<file path="src/rtl/aut_pkg.sv">
// Shared definitions for the sequential authentication block: FSM state
// encoding, default parameter values and the reset-time code table.
package aut_pkg;

   // Default parameter values of circuito_autenticacao_seq
   localparam int DEF_CODE_W       = 6;
   localparam int DEF_N_LEVELS     = 3;
   localparam int DEF_MAX_TRIES    = 3;
   localparam int DEF_LOCK_CYCLES  = 16;
   localparam int DEF_GRANT_CYCLES = 4;

   // Default stored codes, one per authorisation level
   localparam logic [5:0] DEF_CODE_L0 = 6'b011100;
   localparam logic [5:0] DEF_CODE_L1 = 6'b101100;
   localparam logic [5:0] DEF_CODE_L2 = 6'b110001;

   typedef enum logic [2:0] {
      ST_IDLE   = 3'd0,
      ST_CHECK  = 3'd1,
      ST_GRANT  = 3'd2,
      ST_FAIL   = 3'd3,
      ST_LOCKED = 3'd4
   } aut_state_e;

   // Default code for level idx; levels beyond the table get a
   // deterministic filler so wider configurations still elaborate.
   function automatic logic [31:0] default_code(input int idx);
      logic [31:0] code_v;
      case (idx)
         0:       code_v = {26'd0, DEF_CODE_L0};
         1:       code_v = {26'd0, DEF_CODE_L1};
         2:       code_v = {26'd0, DEF_CODE_L2};
         default: code_v = 32'hFFFF_FFFF - 32'(idx);
      endcase
      return code_v;
   endfunction

endpackage

</file>
<file path="src/rtl/aut_code_match.sv">
// Combinational comparator of one candidate code against every stored code,
// with a priority encoder so the lowest matching level wins.
module aut_code_match
   import aut_pkg::*;
#(
   parameter int CODE_W   = DEF_CODE_W,
   parameter int N_LEVELS = DEF_N_LEVELS,
   parameter int IDX_W    = 2
) (
   input  logic [CODE_W-1:0] code_i,
   input  logic [CODE_W-1:0] codes_i [N_LEVELS],
   output logic              hit_o,
   output logic [IDX_W-1:0]  idx_o
);

   // Scan from the highest level down so the lowest matching index is kept last
   always_comb begin
      hit_o = 1'b0;
      idx_o = '0;
      for (int i = N_LEVELS - 1; i >= 0; i--) begin
         hit_o = (codes_i[i] == code_i) ? 1'b1 : hit_o;
         idx_o = (codes_i[i] == code_i) ? IDX_W'(i) : idx_o;
      end
   end

endmodule

</file>
<file path="src/rtl/circuito_autenticacao_seq.sv">
// Sequential access-code authenticator: accept a code in IDLE, check it
// against the stored table, then grant a level, pulse fail, or lock out
// after too many consecutive failures. Defining AUT_PROG_EN adds a port for
// rewriting stored codes; otherwise the package defaults are constant.
module circuito_autenticacao_seq
   import aut_pkg::*;
#(
   parameter int CODE_W       = DEF_CODE_W,
   parameter int N_LEVELS     = DEF_N_LEVELS,
   parameter int MAX_TRIES    = DEF_MAX_TRIES,
   parameter int LOCK_CYCLES  = DEF_LOCK_CYCLES,
   parameter int GRANT_CYCLES = DEF_GRANT_CYCLES,
   localparam int IDX_W       = (N_LEVELS > 1) ? $clog2(N_LEVELS) : 1,
   localparam int TR_W        = $clog2(MAX_TRIES + 1)
) (
   input  logic                clk,
   input  logic                rst,
   input  logic [CODE_W-1:0]   code_in,
   input  logic                code_valid,
   output logic                ready,
   output logic [N_LEVELS-1:0] aut,
   output logic                fail,
   output logic                locked,
   output logic [TR_W-1:0]     tries
`ifdef AUT_PROG_EN
   ,
   input  logic                prog_we,
   input  logic [IDX_W-1:0]    prog_idx,
   input  logic [CODE_W-1:0]   prog_code
`endif
);

   localparam int CNT_MAX = (LOCK_CYCLES > GRANT_CYCLES) ? LOCK_CYCLES : GRANT_CYCLES;
   localparam int CNT_W   = $clog2(CNT_MAX + 1);

   aut_state_e            state_q, state_d;
   logic [CODE_W-1:0]     code_q, code_d;
   logic [IDX_W-1:0]      idx_q, idx_d;
   logic [CNT_W-1:0]      cnt_q, cnt_d;
   logic [TR_W-1:0]       tries_q, tries_d;
   logic                  ready_q, ready_d;
   logic [N_LEVELS-1:0]   aut_q, aut_d;
   logic                  fail_q, fail_d;
   logic                  locked_q, locked_d;

   logic [CODE_W-1:0]     codes_s [N_LEVELS];
   logic                  hit_s;
   logic [IDX_W-1:0]      hit_idx_s;
   logic                  accept_s;

   assign accept_s = code_valid && ready_q;

`ifdef AUT_PROG_EN
   // A write is staged for one cycle before reaching storage, so a code
   // accepted in the same cycle is checked against the pre-write table.
   logic [CODE_W-1:0]     codes_q [N_LEVELS];
   logic [CODE_W-1:0]     codes_d [N_LEVELS];
   logic                  pend_we_q, pend_we_d;
   logic [IDX_W-1:0]      pend_idx_q, pend_idx_d;
   logic [CODE_W-1:0]     pend_code_q, pend_code_d;

   // Stage writes issued in IDLE and apply the staged write to storage
   always_comb begin
      codes_d     = codes_q;
      pend_we_d   = prog_we && (state_q == ST_IDLE) && (32'(prog_idx) < N_LEVELS);
      pend_idx_d  = prog_idx;
      pend_code_d = prog_code;
      if (pend_we_q) begin
         codes_d[pend_idx_q] = pend_code_q;
      end else begin
         codes_d = codes_q;
      end
   end

   // Code storage and write staging registers
   always_ff @(posedge clk) begin
      if (rst) begin
         for (int i = 0; i < N_LEVELS; i++) codes_q[i] <= CODE_W'(default_code(i));
         pend_we_q   <= 1'b0;
         pend_idx_q  <= '0;
         pend_code_q <= '0;
      end else begin
         codes_q     <= codes_d;
         pend_we_q   <= pend_we_d;
         pend_idx_q  <= pend_idx_d;
         pend_code_q <= pend_code_d;
      end
   end

   assign codes_s = codes_q;
`else
   // Fixed code table taken from the package defaults
   always_comb begin
      for (int i = 0; i < N_LEVELS; i++) codes_s[i] = CODE_W'(default_code(i));
   end
`endif

   aut_code_match #(
      .CODE_W   (CODE_W),
      .N_LEVELS (N_LEVELS),
      .IDX_W    (IDX_W)
   ) u_match (
      .code_i  (code_q),
      .codes_i (codes_s),
      .hit_o   (hit_s),
      .idx_o   (hit_idx_s)
   );

   // State, datapath and registered output flops
   always_ff @(posedge clk) begin
      if (rst) begin
         state_q  <= ST_IDLE;
         code_q   <= '0;
         idx_q    <= '0;
         cnt_q    <= '0;
         tries_q  <= '0;
         ready_q  <= 1'b1;
         aut_q    <= '0;
         fail_q   <= 1'b0;
         locked_q <= 1'b0;
      end else begin
         state_q  <= state_d;
         code_q   <= code_d;
         idx_q    <= idx_d;
         cnt_q    <= cnt_d;
         tries_q  <= tries_d;
         ready_q  <= ready_d;
         aut_q    <= aut_d;
         fail_q   <= fail_d;
         locked_q <= locked_d;
      end
   end

   // Next-state, dwell counter and failure counter logic
   always_comb begin
      state_d = state_q;
      code_d  = code_q;
      idx_d   = idx_q;
      cnt_d   = cnt_q;
      tries_d = tries_q;
      case (state_q)
         ST_IDLE: begin
            if (accept_s) begin
               code_d  = code_in;
               state_d = ST_CHECK;
            end else begin
               state_d = ST_IDLE;
            end
         end
         ST_CHECK: begin
            cnt_d = '0;
            if (hit_s) begin
               state_d = ST_GRANT;
               idx_d   = hit_idx_s;
               tries_d = '0;
            end else begin
               state_d = ST_FAIL;
               tries_d = (tries_q == TR_W'(MAX_TRIES)) ? tries_q : tries_q + TR_W'(1);
            end
         end
         ST_GRANT: begin
            if (cnt_q == CNT_W'(GRANT_CYCLES - 1)) begin
               state_d = ST_IDLE;
               cnt_d   = '0;
            end else begin
               cnt_d   = cnt_q + CNT_W'(1);
            end
         end
         ST_FAIL: begin
            cnt_d = '0;
            if (tries_q == TR_W'(MAX_TRIES)) begin
               state_d = ST_LOCKED;
            end else begin
               state_d = ST_IDLE;
            end
         end
         ST_LOCKED: begin
            if (cnt_q == CNT_W'(LOCK_CYCLES - 1)) begin
               state_d = ST_IDLE;
               cnt_d   = '0;
               tries_d = '0;
            end else begin
               cnt_d   = cnt_q + CNT_W'(1);
            end
         end
         default: begin
            state_d = ST_IDLE;
            cnt_d   = '0;
         end
      endcase
   end

   // Outputs decoded from the next state so they register alongside it
   always_comb begin
      ready_d  = 1'b0;
      aut_d    = '0;
      fail_d   = 1'b0;
      locked_d = 1'b0;
      case (state_d)
         ST_IDLE:   ready_d  = 1'b1;
         ST_GRANT:  aut_d    = N_LEVELS'(1'b1) << idx_d;
         ST_FAIL:   fail_d   = 1'b1;
         ST_LOCKED: locked_d = 1'b1;
         default:   ready_d  = 1'b0;
      endcase
   end

   assign ready  = ready_q;
   assign aut    = aut_q;
   assign fail   = fail_q;
   assign locked = locked_q;
   assign tries  = tries_q;

endmodule

</file>
<file path="config.mk">
export PLATFORM = sky130hd
export DESIGN_NAME = circuito_autenticacao_seq
export DESIGN_NICKNAME = d
export VERILOG_FILES = /design/src/rtl/aut_pkg.sv /design/src/rtl/aut_code_match.sv /design/src/rtl/circuito_autenticacao_seq.sv
export SDC_FILE = /design/constraint.sdc
export NUM_CORES = 1
export LEC_CHECK = 0
export CAP_MARGIN = 25
export CORE_MARGIN = 2
export CORE_UTILIZATION = 35
export CTS_CLUSTER_DIAMETER = 30
export DETAILED_ROUTE_END_ITERATION = 7
export RECOVER_POWER = 100
export SLEW_MARGIN = 20
export SYNTH_ARGS = -nofsm -noshare
export SYNTH_HDL_FRONTEND = slang
export SYNTH_HIERARCHICAL = 1
export SYNTH_SLANG_ARGS = --single-unit
export TNS_END_PERCENT = 20
</file>
<file path="constraint.sdc">
create_clock -name clk -period 4.7 [get_ports clk]
set_input_delay 0.94 -clock clk [delete_from_list [all_inputs] [get_ports clk]]
set_output_delay 0.94 -clock clk [all_outputs]
set_load 0.1 [all_outputs]
</file>
Word-level counts from Yosys, hierarchy flattened. Index checks and enable logic that the tools add are counted.

Add/subtract/negate cells: 2. Equality and inequality tests: 15. Shift-type cells: 1. Mux-type cells: 24. Bitwise gates (word level): 1. Reductions and logical operators: 7.

Operator list (number): $mux 2 (8); $pmux 3 s5 (1); $pmux 5 s3 (1); $eq 3x2->1 const B (4); $eq 6x6->1 const A (2); $mux 5 (2); $mux 3 (3); $mux 1 (8); $eq 3x3->1 const B (2); $eq 5x6->1 const A (1); $logic_not 3->1 (2); $add 5x1->5 const B (1); $eq 5x2->1 const B (1); $eq 5x4->1 const B (1); $pmux 2 s2 (1); $eq 3x1->1 const B (1); $ne 3x3->1 const B (1); $reduce_and 3->1 (1); $shl 1x2->3 const A (1); $add 2x1->2 const B (1); $eq 2x2->1 const B (1); $ne 2x2->1 const B (1); $reduce_and 2->1 (1); $reduce_bool 2->1 (1); other kinds (3) (3).

Flip-flop bits (word level): 24. Input port bits: 9. Logic and storage cells: 59.

Depth between registers and ports, before layout.
Depth in word-level cells: 9. Mapped depth: 8. Mapped depth without buffers: 8.

Hierarchy. The synthesis kept the hierarchy.

Modules (own cells, without submodules): circuito_autenticacao_seq (times used 1, cells an instance 117, area an instance 1078.5 um^2); aut_code_match (times used 1, cells an instance 30, area an instance 230.2 um^2).

Worst setup path after synthesis. OpenSTA, ideal clock, no wires.

Path kind: flip-flop to output port. Start: register tries_q[0], in the netlist tries[0]. End: output port tries[0]. Arrival: 0.950 ns. Required time: 3.760 ns. Path slack: 2.810 ns. Cell stages (with the launch flop): 1. Path buffers: 0. Cells stage by stage: dfxtp_1.

RTL lines: start, declared (line circuito_autenticacao_seq.sv:40) `logic [TR_W-1:0] tries_q, tries_d;`; start signal, assigned (line circuito_autenticacao_seq.sv:126) `tries_q <= tries_d;`; end, declared (line circuito_autenticacao_seq.sv:24) `output logic [TR_W-1:0] tries`.

No word-level cell between the ends.

Final worst setup path.
Start: register ready_q, in the netlist ready. End: output port ready.

RTL lines: start, declared (line circuito_autenticacao_seq.sv:41) `logic ready_q, ready_d;`; start signal, assigned (line circuito_autenticacao_seq.sv:127) `ready_q <= ready_d;`; end, declared (line circuito_autenticacao_seq.sv:20) `output logic ready,`.

No word-level cell between the ends.

==> metrics <==
number of cells on the worst reg-to-reg path=8; residual antenna-violating net count after detailed routing=0; destination of the worst register-to-register timing path=tries[0]; post-synthesis simple-gate area fraction=0.258; IO Pins=17; Critical-path top delay cell=sky130_fd_sc_hd__dlygate4sd3_1; critical-path cell list=dlygate4sd3_1; layout overhead on the synthesized area=24.4%; Max clock buf depth=2; number of failing hold endpoints at the final stage=0; pwr/cell area=approximately 410 nW/um^2; CTS tree=done; maximum operating frequency=between 300 and 400 MHz; postcts setup bufs=0; CTS Hold Buffers Added=0; peak supply drop=0.000139 V; number of vias per cell after detailed routing=4.67; Core Rows=22; internal power of the cells=approximately 0.00042 W; worst-case register-to-register setup slack=2.59 ns; number of DRC violations after detailed-routing iteration 0=54; starting density of the core=0.360; Post-Route Skew=0.00313 ns; leading post-synthesis cells by instance count=sky130_fd_sc_hd__dfxtp_1 (24), sky130_fd_sc_hd__nor2_1 (19), sky130_fd_sc_hd__xnor2_1 (11), sky130_fd_sc_hd__mux2i_1 (10), sky130_fd_sc_hd__xor2_1 (8); CTS H-tree lvls=1; hold-critical path depth=2; worst hold-check path type=reg2reg; unrepaired setup endpoints after global routing=no; cell count after placement=220; multi-input combinational cell area=841 sq um; hold worst-path end=tries[1]; Final period util=0.595; met1 Use GR=0.144; leakage power=0.663 nW; flip-flop and latch area=480 sq um; Stages on worst setup path=1; number of clock sinks=24; area of the die=about 4200 sq um; Max-Slew Margin vs Limit=0.347; required time reported for the critical path endpoint=3.76 ns; area share of fa/ha/maj cells after synthesis=0.0382; number of search-and-repair iterations in the first detailed-routing pass=4; Resize count post-CTS=0; fraction of registers with async set/reset=0; final setup TNS=0 ns; FF+latch count, synth=24; start point of the worst hold path=tries[1]; wire length after detailed routing=2440 um; met2 capacity usage during global routing=0.226; total of max-cap violations=0; combinational family with the most area after synthesis=simple AND/OR/NAND/NOR gates; mux contribution to synthesized area=0.0765; Max Transition Viols Final=0; gate count after technology mapping=between 100 and 150; main flop type after synthesis=sky130_fd_sc_hd__dfxtp_1; Root Buffer=sky130_fd_sc_hd__clkbuf_8; r2r startpoint=code_q[3]; signal arrival time at the worst endpoint=between 1.5 and 2 ns; CP startpoint kind=flip-flop; number of nets in the finished design=190; synthesized-area fraction occupied by xor and xnor cells=0.127; cell type with the largest total area after synthesis=sky130_fd_sc_hd__dfxtp_1; number of buffer cells added on primary ports=16; net switching fraction of the power=0.362; highest fanout seen on the critical path=3; run status=completed; routing usage on met3=0.0223; EDFF count, synth=0; measured slew at the worst slew-check pin=0.977 ns; critical path capture point type=output pin; gr usage total=0.124; proportion of layout cells with a drive suffix above 1=0.0568; compound-gate portion of the synthesized area=0.0908; final setup violating endpoints=0; cell with the most instances after synthesis=sky130_fd_sc_hd__dfxtp_1; top cell type's share of synthesized area=0.367; number of different library cells in the post-synthesis netlist=39; clock latency of the later-clocked register in the worst-skew pair=between 0.2 and 0.3 ns; number of antenna violations at the first check in global routing=0; proportion of synthesized chip area in sequential cells=0.367; final critical-path required period=2.80 ns; detailed-route wire length per cell=10.9 um; HPWL after detailed placement=approximately 1900 um; average footprint of a synthesized cell=8.90 sq um; highest-utilization routing layer at the global route stage=met2; Core Region=3630 sq um; largest net degree at the start of global routing=22; Die X-Extent=approximately 65 um; GR Overflow Total=0; delay of the slowest cell on the worst path=1.21 ns; switching power total=between 0.0002 and 0.00025 W; number of global-route vias before repair=961; via count=about 1000; final non-filler cell total=around 220; kind of critical path=reg2out; number of warnings issued by yosys=6; WHS=~0.51 ns; Comb power frac=0.328; die outline height=65.2 um; family of cells with the greatest summed delay on the critical path=buffers and inverters; remaining design rule violation count=0; sum of buffers and inverters on the critical path=1; count of filler cells inserted in the layout=around 380; diode insertion count for antenna repair=0; largest cells by area after synthesis=sky130_fd_sc_hd__dfxtp_1 (37%), sky130_fd_sc_hd__mux2i_1 (7.6%), sky130_fd_sc_hd__xnor2_1 (7.4%); netlist area before placement=1310 sq um; gpl congestion=slightly below 0.7; Clock transition at path regs=0.09 ns; wire length of the first global-routing pass=4080 um; Clock power frac=0.271; fraction of power consumed by sequential logic=0.400; total clock buffers created by CTS=3
-- worst max-delay path by stage --
stage,to,slack [ns],start
global placement,aut[2],2.06,rst
finish,ready,1.90,ready
detailed placement,aut[0],1.99,rst
CTS,ready,1.95,ready
global route,ready,1.85,ready
floorplan,tries[0],2.81,tries[0]
-- power by group through the flow --
| stage | Combinational (W) | Sequential [W] | Clock, W |
|---|---|---|---|
| CTS | 0.000224 | 0.000266 | 0.000187 |
| floorplan | 0.000128 | 0.000319 | 0 |
| detailed placement | 0.000223 | 0.000271 | 0 |
| global route | 0.000236 | 0.000271 | 0.000195 |
| finish | 0.000217 | 0.000265 | 0.000180 |
| global placement | 0.000217 | 0.000269 | 0 |
-- state kept, by name, summed over array words and instances, names as in the netlist --
register and cells:
state_q 3, aut 3, locked 1, idx_q 2, tries 2, cnt_q 5, fail 1, code_q 6
ready 1
-- kinds of logic (layout without fill, tap and decap cells) --
family,after synthesis,in the layout
DFF,24,24
adders and majority gates,4,4
buffers and inverters,11,24
AOI/OAI and AO/OA,18,18
muxes,10,10
xor gates and xnor gates,19,19
other,2,18
and+or+nand+nor,59,59
-- cell usage in the layout, fill, tap and decap left out, drive strengths merged, types with 4 or more instances in the layout --
master / count
a21oi: 5
clkdlybuf4s50: 6
conb: 18
dfxtp: 24
dlygate4sd3: 10
ha: 4
inv: 4
mux2i: 10
nand2: 5
nand3: 7
nor2: 19
nor2b: 5
nor3: 6
xnor2: 11
xor2: 8
-- metrics by stage --
step	total power, W	worst slack [ns]	utilization	instance area [sq um]
after CTS	0.000676	1.95	0.448	1630
after detailed placement	0.000494	1.99	0.428	1560
final	0.000662	1.90	0.448	1630
after global routing	0.000702	1.85	0.448	1630
after global placement	0.000486	2.06	0.428	1560
after floorplan	0.000447	2.81	-	1370
-- cell type report --
class / count / area share
Tap cell: 48 / 0.0369
Inverter: 4 / 0.00922
Timing Repair Buffer: 16 / 0.0984
Multi-Input combinational cell: 128 / 0.517
Sequential cell: 24 / 0.295
Clock buffer: 3 / 0.0254
Clock inverter: 1 / 0.0184
-- routing by layer --
layer / share of wire / wire length, um
met2: 0.50 / 1220
met4: 0.014 / 35
met3: 0.030 / 73
met1: 0.46 / 1120
met5: 0 / 0
No activity file was read; power rests on OpenSTA's default activity.
==> RTL change 1: new RTL, config.mk and constraints unchanged <==
Add a define of `AUT_PROG_EN`.
--- a/src/rtl/circuito_autenticacao_seq.sv
+++ b/src/rtl/circuito_autenticacao_seq.sv
@@ -2,6 +2,8 @@
 // against the stored table, then grant a level, pulse fail, or lock out
 // after too many consecutive failures. Defining AUT_PROG_EN adds a port for
 // rewriting stored codes; otherwise the package defaults are constant.
+`define AUT_PROG_EN
+
 module circuito_autenticacao_seq
    import aut_pkg::*;
 #(
Ports: changed (added prog_code, prog_idx and prog_we); port bits go from 17 to 26. No check against the original RTL was run, so the function may have changed too.
==> RTL change 1 against the unedited design <==
Sequential cell count up 27. Synthesized cell count up 56%. Critical path depth unchanged. Sequential power up 88%. Core utilization down 3.4 points. Routed wire length up 70%. Area after synthesis up 71%. Worst setup slack worse by 0.044 ns. Design area up 60%. Via count up 53%. Hold slack worse by 0.033 ns. Sequential share of layout area up 9.8 points. Power up 43%. Largest cell class unchanged. Clock skew up 0.0048 ns.
==> RTL change 1: results (changes against the unedited design) <==
# nets final = 275 (+45%)
WP data arrival = 1.90 ns (+0.04 ns)
VDD IR-drop max = 0.196 mV (+41%)
Net Count, Synth = 251
Post-Place Cells = 323 (+47%)
Final setup skew = 0.00798 ns (+0.00485 ns)
Synth cell types = 48 (+23%)
Pin count of the biggest net entering global routing = 20 (-9.1%)
RR Startpoint = code_q[0]
Worst-path clk slew = 0.09 ns (about the same)
Slew headroom = 34.5% (-0.15 points)
Synth async-reset ratio = 0% (unchanged)
GR Util met3 = 4.55% (+2.3 points)
Vias post-DR = 1599 (+53%)
Vias in the first global route = 1508 (+57%)
Ant. Diodes = 0 (unchanged)
R2R Path End = tries[0]
Status = finished, final reports clean
Final WL = 4.14 mm (+70%)
Grt met2 use = 19.6% (-3.0 points)
Global-route track usage on met1 = 16.3% (+1.9 points)
Synth warnings = 6 (unchanged)
Fin cells = 331 (+48%)
Initial antenna violation count = 0 (unchanged)
DP Worst Slack = 2.26 ns (+0.269 ns)
Slowest-stage cell, CP = dlygate4sd3_1
IO Port Bufs = 25 (+9)
Num CTS Buffers = 5 (+2)
Biggest regs = codes_q (18), code_q (6), pend_code_q (6)
Crit-path leading delay family = buffers and inverters
Int Pwr = 645 uW (+53%)
Worst Hold End = codes_q[16]
Worst Hold Launch = pend_code_q[4]
H-tree levels = 2 (+1)
Tot GR Track Use = 12.6% (+0.21 points)
Post-cts sizing count = 0 (unchanged)
Avg Inst Size Synth = 9.76 sq um (+9.6%)
Root buf cell = clkbuf_8
Area contributors post-synth = dfxtp_1, mux2i_1, nor2_1
Clock insertion delay at the later pin of the skew report = 0.31 ns (+0.05 ns)
Critical Path Fanout Max = 4 (+1)
Gpl congestion = 0.787 (+15%)
DP Wirelength = 2.95 mm (+58%)
First-pass GRT wire length = 7.14 mm (+75%)
Cells on worst reg2reg path = 8 (unchanged)
Setup slack, reg-to-reg = 2.50 ns (-0.09 ns)
Synth cell count leaders = dfxtp_1, nor2_1, mux2i_1
Seq/Total Area, Yosys = 45.7% (+9.0 points)
Global route total overflow = 0 (unchanged)
CP max stage delay = 1.21 ns (about the same)
DR pass1 iterations = 4 (unchanged)
DR iter-0 viols = 49 (-9.3%)
CP Capture Type = output port
Hold Path Stages = 1 (-1)
Layout cells sized above 1 = 5.91% (+0.22 points)
Leakage = 0.000997 uW (+50%)
-- RTL change 1: cell type report --
class	instances	area, sq um
fillers	650	3680
inverters	9	33.8
flip-flops and latches	51	1020
repair buffers	27	258
clock buffers	7	76.3
well taps	77	96.3
multi-input cells	159	1110
clock inverters	1	5.00
-- RTL change 1: layer usage --
| layer | wire, microns | up-vias |
|---|---|---|
| met3 | 167 | 5 |
| met2 | 1930 | 24 |
| met4 | 36 | 0 |
| met1 | 2010 | 744 |
| li1 | - | 826 |
| met5 | 0 | - |
-- RTL change 1: how the worst max path moves through the flow --
stage / cells past startpoint / slack, ns / to / from
finish: 1 / 1.86 / tries[0] / tries[0]
global route: 1 / 1.81 / tries[1] / tries[1]
CTS: 1 / 1.92 / tries[0] / tries[0]
detailed placement: 5 / 2.26 / ready / rst
global placement: 3 / 1.91 / cnt_q[4] / rst
floorplan: 7 / 2.77 / aut[1] / code_q[0]
-- RTL change 1: worst reg2reg max path, delay by kind of cell, from the launching register on --
family,cells,cell delay [ns]
XOR/XNOR,1,0.14
flip-flops,1,0.45
AND/OR/NAND/NOR,5,1.27
AO/OA/AOI/OAI,2,0.24
-- RTL change 1: through the flow --
stage	hold slack, ns	cell area, sq um	total power (uW)
2_1_floorplan	0.435	2230	667
3_3_place_gp	0.461	2530	716
5_1_grt	0.512	2600	998
6_report	0.480	2600	947
3_5_place_dp	0.467	2550	719
4_1_cts	0.488	2630	964
-- RTL change 1: cells by family (layout without fill, tap and decap cells) --
family,Yosys count,count (layout),share of synthesized area [%]
buf+inv,19,44,3.92
xor+xnor,18,18,7.05
simple gates,89,89,23.4
flops,51,51,45.7
compound gates,31,31,10.0
fa+ha+maj,4,4,2.24
mux,17,17,7.67
-- RTL change 1: power by group through the flow --
stage          Combinational (uW)  Sequential [uW]  Clock [uW]
6_report                      200              499         248
3_5_place_dp                  208              511           0
3_3_place_gp                  205              511           0
2_1_floorplan                 120              547           0
5_1_grt                       218              505         274
4_1_cts                       209              501         254
==> RTL change 2: new RTL, same flow settings <==
Without the edit above. Encoding of `aut_state_e`: now one-hot (5 bits for 5 states).
--- a/src/rtl/aut_pkg.sv
+++ b/src/rtl/aut_pkg.sv
@@ -14,12 +14,12 @@
    localparam logic [5:0] DEF_CODE_L1 = 6'b101100;
    localparam logic [5:0] DEF_CODE_L2 = 6'b110001;
 
-   typedef enum logic [2:0] {
-      ST_IDLE   = 3'd0,
-      ST_CHECK  = 3'd1,
-      ST_GRANT  = 3'd2,
-      ST_FAIL   = 3'd3,
-      ST_LOCKED = 3'd4
+   typedef enum logic [4:0] {
+      ST_IDLE   = 5'b00001,
+      ST_CHECK  = 5'b00010,
+      ST_GRANT  = 5'b00100,
+      ST_FAIL   = 5'b01000,
+      ST_LOCKED = 5'b10000
    } aut_state_e;
 
    // Default code for level idx; levels beyond the table get a
Check against the original RTL: no difference found for any inputs over 10 cycles, from zero or initial values and one cycle with rst high; not proved beyond that.
==> RTL change 2 against the unedited design <==
Worst setup slack worse by 0.0025 ns. Final cell count increased by 7.6%. Power decreased by 24%. Area after synthesis up 8.2%. Sequential share of layout area up 0.83 points. Synthesized cell count grew 8.8%. Routed wire length is 6.4% higher. Design area rose by 5.4%. Clock skew rose by 0.0010 ns. Sequential cell count is 2 higher.
==> RTL change 2: results (changes against the unedited design) <==
Worst-path clk slew = 0.09 ns (about the same)
Dpl cell area = 1670 sq um (+7.4%)
Tot GR Track Use = 13.5% (+1.1 points)
H-tree levels = 1 (unchanged)
Global-route track usage on met1 = 17.3% (+2.9 points)
Gpl congestion = 0.822 (+20%)
Vias post-DR = 1121 (+7.2%)
Metal2 WL = 1.18 mm (-3.0%)
Grt met2 use = 21.6% (-0.98 points)
CTS max path bufs = 2 (unchanged)
DP Worst Slack = 2.21 ns (+0.224 ns)
Area contributors post-synth = dfxtp_1, xnor2_1, mux2i_1
IO Port Bufs = 16 (unchanged)
DR pass1 iterations = 4 (unchanged)
First-pass GRT wire length = 4.63 mm (+14%)
Final WL = 2.60 mm (+6.4%)
Synth warnings = 6 (unchanged)
Post-CTS Setup Bufs = 0 (unchanged)
Biggest regs = code_q (6), cnt_q (5), state_q (5)
Clock insertion delay at the later pin of the skew report = 0.27 ns
Synth cell count leaders = dfxtp_1, nor2_1, inv_1
P per Cell Area = 294 nW/um^2 (-28%)
Seq/Total Area, Yosys = 36.7% (+0.038 points)
VDD IR-drop max = 0.176 mV (+26%)
Layout cells sized above 1 = 5.24% (-0.45 points)
Max layer used = met4
Leakage = 0.000718 uW (+8.2%)
Num CTS Buffers = 3 (unchanged)
GR Util met3 = 4.00% (+1.8 points)
Reg power frac = 49.0% (+9.0 points)
Hold-fix buffers, CTS = 0 (unchanged)
Synth cell types = 43 (+10%)
Ant. Diodes = 0 (unchanged)
Status = finished, final reports clean
Pin count of the biggest net entering global routing = 26 (+18%)
Post-DR vias/cell = 4.65 (-0.39%)
Avg Inst Size Synth = 8.85 sq um (-0.57%)
Comb pwr share = 21.6% (-11 points)
Int Pwr = 350 uW (-17%)
Met3 WL post-DR = 79 microns (+8.2%)
Post-Place Cells = 237 (+7.7%)
Critical Path Fanout Max = 4 (+1)
Slowest-stage cell, CP = dlygate4sd3_1
Synth async-reset ratio = 0% (unchanged)
Final setup skew = 0.00413 ns (+0.00101 ns)
Wl on met1 = 1.30 mm (+17%)
DR iter-0 viols = 24 (-56%)
Initial antenna violation count = 0 (unchanged)
CP max stage delay = 1.21 ns (about the same)
DP Wirelength = 1.90 mm (+1.3%)
Vias in the first global route = 1047 (+8.9%)
Crit-path leading delay family = buffers and inverters
Worst Tran Pin Value = 1.28 ns (+0.300 ns)
Post-cts sizing count = 0 (unchanged)
Worst hold path class = reg2reg
Root buf cell = clkbuf_8
DRT antenna net count = 0 (unchanged)
# nets final = 205 (+7.9%)
[RTL change 2: cell types whose count changed after synthesis, moves of 2 or more]
| cell | unedited run | this run |
|---|---|---|
| clkbuf_1 | 1 | 3 |
| buf_2 | 5 | 1 |
| o21ai_0 | 2 | 4 |
| nor3_1 | 6 | 8 |
| a211oi_1 | 0 | 2 |
| inv_1 | 4 | 11 |
| a22oi_1 | 3 | 0 |
| nand4_1 | 1 | 4 |
| nand2_1 | 5 | 7 |
| nor2b_1 | 5 | 0 |
| nor4b_1 | 3 | 0 |
| mux2i_1 | 10 | 8 |
| dfxtp_1 | 24 | 26 |
| o2111ai_1 | 0 | 2 |
[RTL change 2: area by class of cell]
cell class	count	area, sq um
inverters	11	41.3
fillers	381	2230
clock buffers	4	55.1
repair buffers	16	160
well taps	50	62.6
multi-input cells	134	876
flip-flops and latches	26	520
[RTL change 2: kinds of logic (layout without fill, tap and decap cells)]
kind of cell,Yosys count,after routing,synth area share [%]
multiplexers,8,8,5.65
XOR/XNOR,19,19,11.7
AO/OA/AOI/OAI,21,21,9.90
AND/OR/NAND/NOR,64,64,27.0
flip-flops,26,26,36.7
buffers and inverters,16,31,4.86
adder cells (fa/ha/maj),4,4,3.53
other,2,18,0.530
[RTL change 2: worst reg2reg max path, cell delays in order (launching register included)]
cell and delay [ns]:
dfxtp_1 0.39, or3_4 0.44, nor3_1 1.03, mux2i_1 0.28, nor2_1 0.05
[RTL change 2: final timing paths]
path                   start  slack [ns]        end  cells past startpoint
setup / recovery    tries[0]        1.90   tries[0]                      1
hold / removal      tries[1]        0.49   tries[1]                      2
setup reg to reg  state_q[1]        2.36  code_q[2]                      4
hold reg to reg     tries[1]        0.49   tries[1]                      2
